--- src/rtl/frame_accumulator.sv ---
// rtl/frame_accumulator.sv - pipelined signed frame accumulator with saturating/wrapping registered output
module frame_accumulator #(
    parameter int DATA_W = 16,
    parameter int TAPS   = 8,
    parameter int OUT_W  = 16,
    parameter int SAT    = 1
) (
    input  logic              clk,
    input  logic              rst_n,
    input  logic              clr,
    input  logic              in_valid,
    output logic              in_ready,
    input  logic [DATA_W-1:0] in_data,
    output logic              out_valid,
    input  logic              out_ready,
    output logic [OUT_W-1:0]  out_sum,
    output logic              out_ovf
);

    localparam int ACC_W = DATA_W + $clog2(TAPS);
    localparam int CNT_W = $clog2(TAPS);

    logic [ACC_W-1:0] acc;
    logic [ACC_W-1:0] acc_next;
    logic [CNT_W-1:0] cnt;
    logic             last;
    logic             accept;
    logic             ovf;
    logic [OUT_W-1:0] res;
    logic [ACC_W-OUT_W:0] upper;

    assign last     = (cnt == CNT_W'(TAPS - 1));
    assign in_ready = !clr && !(last && out_valid && !out_ready);
    assign accept   = in_valid && in_ready;
    assign acc_next = ((cnt == '0) ? '0 : acc)
                    + {{(ACC_W-DATA_W){in_data[DATA_W-1]}}, in_data};

    // The total fits in OUT_W signed exactly when all bits from the OUT_W sign bit upward agree.
    assign upper = acc_next[ACC_W-1:OUT_W-1];
    assign ovf   = !((&upper) || (~|upper));

    always_comb begin
        res = acc_next[OUT_W-1:0];
        if (SAT != 0 && ovf) begin
            res = acc_next[ACC_W-1] ? {1'b1, {(OUT_W-1){1'b0}}}
                                    : {1'b0, {(OUT_W-1){1'b1}}};
        end
    end

    always_ff @(posedge clk) begin
        if (!rst_n) begin
            cnt       <= '0;
            acc       <= '0;
            out_valid <= 1'b0;
            out_sum   <= '0;
            out_ovf   <= 1'b0;
        end else begin
            if (out_valid && out_ready) begin
                out_valid <= 1'b0;
            end
            if (clr) begin
                cnt <= '0;
                acc <= '0;
            end else if (accept) begin
                if (last) begin
                    // A load overrides any same-cycle drain, so back-to-back results never bubble.
                    cnt       <= '0;
                    out_valid <= 1'b1;
                    out_sum   <= res;
                    out_ovf   <= ovf;
                end else begin
                    cnt <= cnt + CNT_W'(1);
                    acc <= acc_next;
                end
            end
        end
    end

endmodule
--- config.mk ---
export PLATFORM = sky130hd
export DESIGN_NAME = frame_accumulator
export DESIGN_NICKNAME = d
export VERILOG_FILES = /design/src/rtl/frame_accumulator.sv
export SDC_FILE = /design/constraint.sdc
export NUM_CORES = 1
export LEC_CHECK = 0
export ABC_AREA = 1
export CAP_MARGIN = 20
export CORE_MARGIN = 4
export CORE_UTILIZATION = 55
export DETAILED_ROUTE_END_ITERATION = 10
export GPL_ROUTABILITY_DRIVEN = 0
export MAX_ROUTING_LAYER = met4
export PLACE_DENSITY = 0.9
export SKIP_CTS_REPAIR_TIMING = 1
export SLEW_MARGIN = 20
export SYNTH_ARGS = -nofsm -noshare
export SYNTH_HDL_FRONTEND = slang
export SYNTH_SLANG_ARGS = --single-unit
--- constraint.sdc ---
create_clock -name clk -period 3.3 [get_ports clk]
set_input_delay 0.495 -clock clk [delete_from_list [all_inputs] [get_ports clk]]
set_output_delay 0.495 -clock clk [all_outputs]
set_load 0.05 [all_outputs]
==> summary.md, run 1 <==
| Metric | Value |
|---|---|
| Ys flop type | dfxtp_1 |
| Routed len/inst | between 10 and 15 µm |
| Cell taking the most area after synthesis | dfxtp_1 |
| Cell Count, Final, Fillers Out | 560 |
| DRT antenna net count | 0 |
| Gate Count Post-Synth | 448 |
| DRC Markers | 0 |
| Peak supply drop | ~250 µV |
| Top post-synthesis cells by count | nand2_1, inv_1, a21oi_1 |
| Post-synth cell types | 30 |
| Largest net degree at the start of global routing | 36 |
| LEAKAGE | between 1.5 and 2 nW |
| Hold path startpoint | acc[0] |
| Power per cell area | just over 300 mW/mm² |
| Pwr Total | 1.05 mW |
| Tmin final | about 3.0 ns |
| Root buffer cell | clkbuf_8 |
| Share of the synthesized area in the top cell type | 0.279 |
| Final hold slack | about 0.46 ns |
| Die W | approximately 80 µm |
| Post-synth EDFFs | 0 |
| First-pass GRT wire length | between 10000 and 15000 µm |
| Final hold viol count | 0 |
| Internal reg-to-reg setup slack | 0.33 ns |
| Met1 usage | 0.266 |
| Initial DRC count | between 200 and 300 |
| Fmax | approximately 0.34 GHz |
| FF+latch count, synth | 40 |
| Number of vias per cell | 5.27 |
| Clock Latency Late Sink | ~0.3 ns |
| Synth Area per Inst | roughly 6.4 µm² |
| HP Class | register to register |
| RSZ-0062 raised after global routing | no |
| Sum Neg Setup Slack | 0 ns |
| GR Overflow Total | 0 |
| Post-Syn Area | about 0.0029 mm² |
| GR Util met2 | 0.401 |
| Crit path kind | register to register |
| CTS tree | built |
| CP Capture Type | register |
| DPL Wire Length | approximately 5400 µm |
| Hold Crit Depth | 2 |
| Final worst path period share | 0.899 |
| Total CTS buffers | 5 |
| Top-count cell post-synth | nand2_1 |
| Seq/Total Area, Yosys | 0.279 |
| Max Cap Viol | 0 |
| Clock Path Buffers | 2 |
| Top cells by area in the synthesized netlist | dfxtp_1, nand2_1, inv_1 |
| Status | complete, no violations |
| CTS Sinks | 40 |
| Num ports | 40 |
| Die area | about 0.0064 mm² |
| CP startpoint kind | register |
| Gr busiest metal | met2 |
| WHS Endpoint | acc[0] |
| Worst-margin pin slew | roughly 0.54 ns |
| Syn Nets | about 490 |
| Relative slew margins | 0.635 |
| Yosys warns | 0 |
| Routed wire length | approximately 7300 µm |
| Layout area overhead | 20.1% |
| Clk_skew | between 0.01 and 0.015 ns |
| Layout Nets | between 500 and 600 |
| Reg clk slew, reported paths | around 0.09 ns |
| Die height | 80.2 µm |
| M3 GR Usage | 0.0359 |
| Crit Reg-Reg Startpoint | cnt[0] |
| Via count | between 2000 and 3000 |
| Vias in the first global route | 2802 |
| Final slew viol count | 0 |
| Dpl cells | roughly 550 |
| Fillers | 440 |
| Final setup vio count | 0 |
| Drt first pass iters | 4 |
| Starting Density | 0.565 |
| Core area | 0.00507 mm² |
| Asr flop ratio synth | 0 |
| Crit Path Max Fanout | 8 |
| H-Tree Depth | 2 |
| Reg-to-reg endpoint | out_sum[10] |
| Reg2Reg Depth | 23 |
| Initial antenna violation count | 0 |
| Row cnt | 26 |
| PortBufs | 39 |
| WP data arrival | between 3 and 4 ns |
| Total track usage | 0.239 |
| Critical path required time | around 3.5 ns |
| Share of cells above drive strength 1 | 0.0857 |
| Antenna diodes | 0 |
how the worst max path moves through the flow:
stage | startpoint | endpoint | slack [ns] | depth (start not counted)
floorplan | cnt[0] | out_sum[11] | 0.33 | 25
global route | cnt[0] | out_sum[12] | 0.05 | 23
detailed placement | in_data[0] | out_sum[1] | 0.23 | 18
global placement | in_data[0] | out_sum[0] | 0.33 | 18
finish | cnt[0] | out_sum[10] | 0.33 | 23
CTS | cnt[0] | out_sum[1] | 0.21 | 22
final cells by class:
class | instances | area (µm²) | share of cell area
tap | 70 | 87.6 | 0.0254
inverter | 84 | 315 | 0.0915
timing repair buffer | 42 | 413 | 0.120
multi-input combinational | 316 | 1730 | 0.503
clock buffer | 6 | 82.6 | 0.0240
clock inverter | 2 | 15.0 | 0.00436
sequential | 40 | 801 | 0.232
where the power goes:
part | internal, mW | switching, mW | leakage, nW
Sequential | 0.491 | 0.00270 | 0.324
Combinational | 0.0661 | 0.115 | 1.38
Clock | 0.170 | 0.204 | 0.0434
kinds of logic (layout without fill, tap and decap cells):
group,after synthesis,after routing,share of synthesized area
and+or+nand+nor,191,192,0.295
buffers and inverters,93,134,0.127
AOI/OAI and AO/OA,88,88,0.157
DFF,40,40,0.279
adders and majority gates,22,22,0.0986
xor gates and xnor gates,14,14,0.0427
metal layers:
layer	vias to the layer above	wire (µm)
li1	1498	-
met1	1336	3070
met2	85	3600
met3	30	296
met4	0	382
met5	-	0
through the flow:
stage / setup slack [ns] / util / area (µm²)
global route: 0.0537 / 0.679 / 3450
floorplan: 0.334 / - / 2870
detailed placement: 0.229 / 0.654 / 3320
CTS: 0.210 / 0.673 / 3420
global placement: 0.330 / 0.654 / 3320
finish: 0.333 / 0.679 / 3450
critical path: stages, from the launching register on:
cell and delay, ns:
dfxtp_1 0.34, inv_1 0.06, ha_1 0.19, nand2_1 0.09
inv_2 0.07, nor2_1 0.09, ha_1 0.20, inv_1 0.06
fa_1 0.40, inv_1 0.09, nand2_1 0.06, nand2_1 0.08
nand3_1 0.08, nand2_2 0.11, nand2_1 0.07, nand2_1 0.06
nand2_1 0.06, nand2_2 0.10, inv_2 0.06, nor2_2 0.10
nand3_2 0.13, nand2_4 0.15, nand3_1 0.09, a21oi_1 0.16
registers in the layout (all words and copies together), names as in the netlist:
name,count
out_valid,1
out_ovf,1
cnt,3
acc,19
out_sum,16
layout by cell type (no fill, tap or decap), types with 9 or more instances in the layout:
cell,n
a21oi_1,50
clkdlybuf4s50_1,39
dfxtp_1,40
ha_1,21
inv_1,78
nand2_1,93
nand2_2,9
nand3_1,30
nor2_1,37
o21ai_0,31
xor2_1,10
Power figures use the tool's default switching activity.
==> run 2, diff against run 1 <==
--- a/config.mk
+++ b/config.mk
@@ -9,6 +9,7 @@
 export CAP_MARGIN = 20
 export CORE_MARGIN = 4
 export CORE_UTILIZATION = 55
+export CTS_CLUSTER_SIZE = 10
 export DETAILED_ROUTE_END_ITERATION = 10
 export GPL_ROUTABILITY_DRIVEN = 0
 export MAX_ROUTING_LAYER = met4
==> constraint.sdc (replaced) <==
create_clock -name clk -period 3.1 [get_ports clk]
set_input_delay 0.465 -clock clk [delete_from_list [all_inputs] [get_ports clk]]
set_output_delay 0.465 -clock clk [all_outputs]
set_load 0.05 [all_outputs]
==> summary.md, run 2 (same netlist as run 1, synthesis figures left out) <==
| Metric | Value |
|---|---|
| H-Tree Depth | 2 (unchanged) |
| LEAKAGE | 1.79 nW (+2.5%) |
| Reg clk slew, reported paths | 0.08 ns (about the same) |
| Clock Latency Late Sink | 0.30 ns (about the same) |
| Root buffer cell | clkbuf_8 |
| CP startpoint kind | register |
| Num ports | 40 (unchanged) |
| DP Worst Slack | 0.00553 ns (-0.223 ns) |
| GR Overflow Total | 0 (unchanged) |
| Crit path kind | register to register |
| Most frequent cells in the layout | nand2_1, inv_1, a21oi_1, dfxtp_1, clkdlybuf4s50_1 |
| Final hold viol count | 0 (unchanged) |
| Fmax | 0.335 GHz (-0.49%) |
| Reg with most FFs | acc |
| Layout area overhead | 25.0% |
| Routed wire length | 7750 µm (+5.6%) |
| Max reg flops | 19 (unchanged) |
| Sum Neg Setup Slack | 0 ns (unchanged) |
| Flop pwr share | 0.424 (-0.047) |
| Total stage count of the critical path | 20 (-13%) |
| Relative slew margins | 0.591 (-0.0433) |
| Drt first pass iters | 6 (+2) |
| Worst-margin pin slew | 0.609 ns (+0.0646 ns) |
| Delay-heaviest family, CP | simple AND/OR/NAND/NOR gates |
| Starting Density | 0.565 (unchanged) |
| Fillers | 421 (-4.3%) |
| Logic pwr share | 0.165 (-0.008) |
| Status | complete, no violations |
| DPL Wire Length | 5540 µm (+1.7%) |
| Routed len/inst | 13.7 µm (+4.8%) |
| DRT antenna net count | 0 (unchanged) |
| Vias in the first global route | 2928 (+4.5%) |
| WP data arrival | 3.21 ns (about the same) |
| Critical path required time | 3.33 ns (-0.20 ns) |
| Largest net degree at the start of global routing | 36 (unchanged) |
| Max Cap Viol | 0 (unchanged) |
| Final slew viol count | 0 (unchanged) |
| First-pass GRT wire length | 12200 µm (+2.7%) |
| Die area | 0.00644 mm² (unchanged) |
| Core area | 0.00507 mm² (unchanged) |
| Largest stage delay, worst path | 0.36 ns (-0.04 ns) |
| Total CTS buffers | 5 (unchanged) |
| DRC Markers | 0 (unchanged) |
| Final hold slack | 0.457 ns (+0.000823 ns) |
| Crit Path Max Fanout | 13 (+5) |
| Layout Nets | 537 (+0.94%) |
| Final worst path period share | 0.962 (+0.0628) |
| Clk_skew | 0.00553 ns (-0.00487 ns) |
| WP buf/inv | 4 (-1) |
| Final setup vio count | 0 (unchanged) |
| CP Capture Type | register |
| CTS Sinks | 40 (unchanged) |
| Hold Crit Depth | 2 (unchanged) |
| Row cnt | 26 (unchanged) |
| PortBufs | 39 (unchanged) |
| Clock Path Buffers | 2 (unchanged) |
| CTS tree | built |
| Via count | 3080 (+4.4%) |
| Slowest-stage cell, CP | dfxtp_1 |
| Clock power frac | 0.411 (+0.055) |
| Number of vias per cell | 5.46 (+3.7%) |
| CP most frequent cell | nand2_1 |
| Initial antenna violation count | 0 (unchanged) |
| Dpl cells | 551 (unchanged) |
| Peak supply drop | 283 µV (+12%) |
| NetSw | 0.326 mW (+1.4%) |
| P_int | 0.916 mW (+26%) |
| HP Class | register to register |
| Switching share of power | 0.263 (-0.0439) |
| Fin worst setup slack | 0.118 ns (-0.215 ns) |
| Initial DRC count | 274 (+3.0%) |
| Die W | 80.2 µm (unchanged) |
| Total track usage | 0.244 (+0.00422) |
| Share of cells above drive strength 1 | 0.126 (+0.0398) |
| Cell Count, Final, Fillers Out | 564 (+0.71%) |
| Reg2Reg Depth | 20 (-13%) |
| Antenna diodes | 0 (unchanged) |
| Most common cell after layout, fill and taps aside | nand2_1 |
| Tmin final | 2.98 ns (+0.0147 ns) |
| Die height | 80.2 µm (unchanged) |
| CP cell instances | inv_1 > ha_1 > nand2_1 > inv_2 > buf_8 > nor2_1 > ha_1 > nand2_1 > inv_2 > nand2_1 > nand2_1 > a21oi_2 > nand2_1 > nand2_1 > nand2_2 > nor2_1 > nand3_2 > nand2_4 > nand3_1 > a21oi_1 |
| Top Registers | acc (19), out_sum (16), cnt (3) |
| Power per cell area | 346 mW/mm² (+14%) |
==> run 2: power by group through the flow <==
stage | Clock [mW] | Sequential [mW] | Combinational (mW)
detailed placement | 0 | 0.538 | 0.184
CTS | 0.512 | 0.526 | 0.186
global route | 0.532 | 0.527 | 0.226
global placement | 0 | 0.538 | 0.178
floorplan | 0 | 0.537 | 0.123
finish | 0.511 | 0.526 | 0.205
==> run 2: path summary, 6_finish.rpt <==
check	start	end	slack (ns)
setup / recovery	cnt[1]	out_sum[10]	0.12
hold / removal	acc[2]	acc[2]	0.46
setup reg to reg	cnt[1]	out_sum[10]	0.12
hold reg to reg	acc[2]	acc[2]	0.46
==> run 2: tightest hold or removal path, cell delays in order (launching register included) <==
cell,delay (ns)
dfxtp_1,0.30
inv_1,0.06
a21oi_1,0.06
==> run 2: through the flow <==
stage	power, mW	area (µm²)	utilization
floorplan	0.660	2870	-
global placement	0.715	3320	0.654
detailed placement	0.722	3320	0.654
CTS	1.22	3450	0.679
global route	1.29	3590	0.707
finish	1.24	3590	0.707
==> run 2: layout make-up <==
type	instances	area, µm²	area share
multi-input cells	317	1800	0.503
inverters	84	315	0.0879
clock inverters	2	60.1	0.0167
flip-flops and latches	40	802	0.224
well taps	70	87.6	0.0244
clock buffers	5	68.8	0.0192
repair buffers	46	450	0.126
==> run 2: metal layers <==
layer / GRT usage / up-vias / share of wire
met5: - / - / 0
met4: 0.125 / 0 / 0.034
met3: 0.0381 / 25 / 0.051
met2: 0.427 / 124 / 0.52
met1: 0.266 / 1416 / 0.40
li1: - / 1515 / -
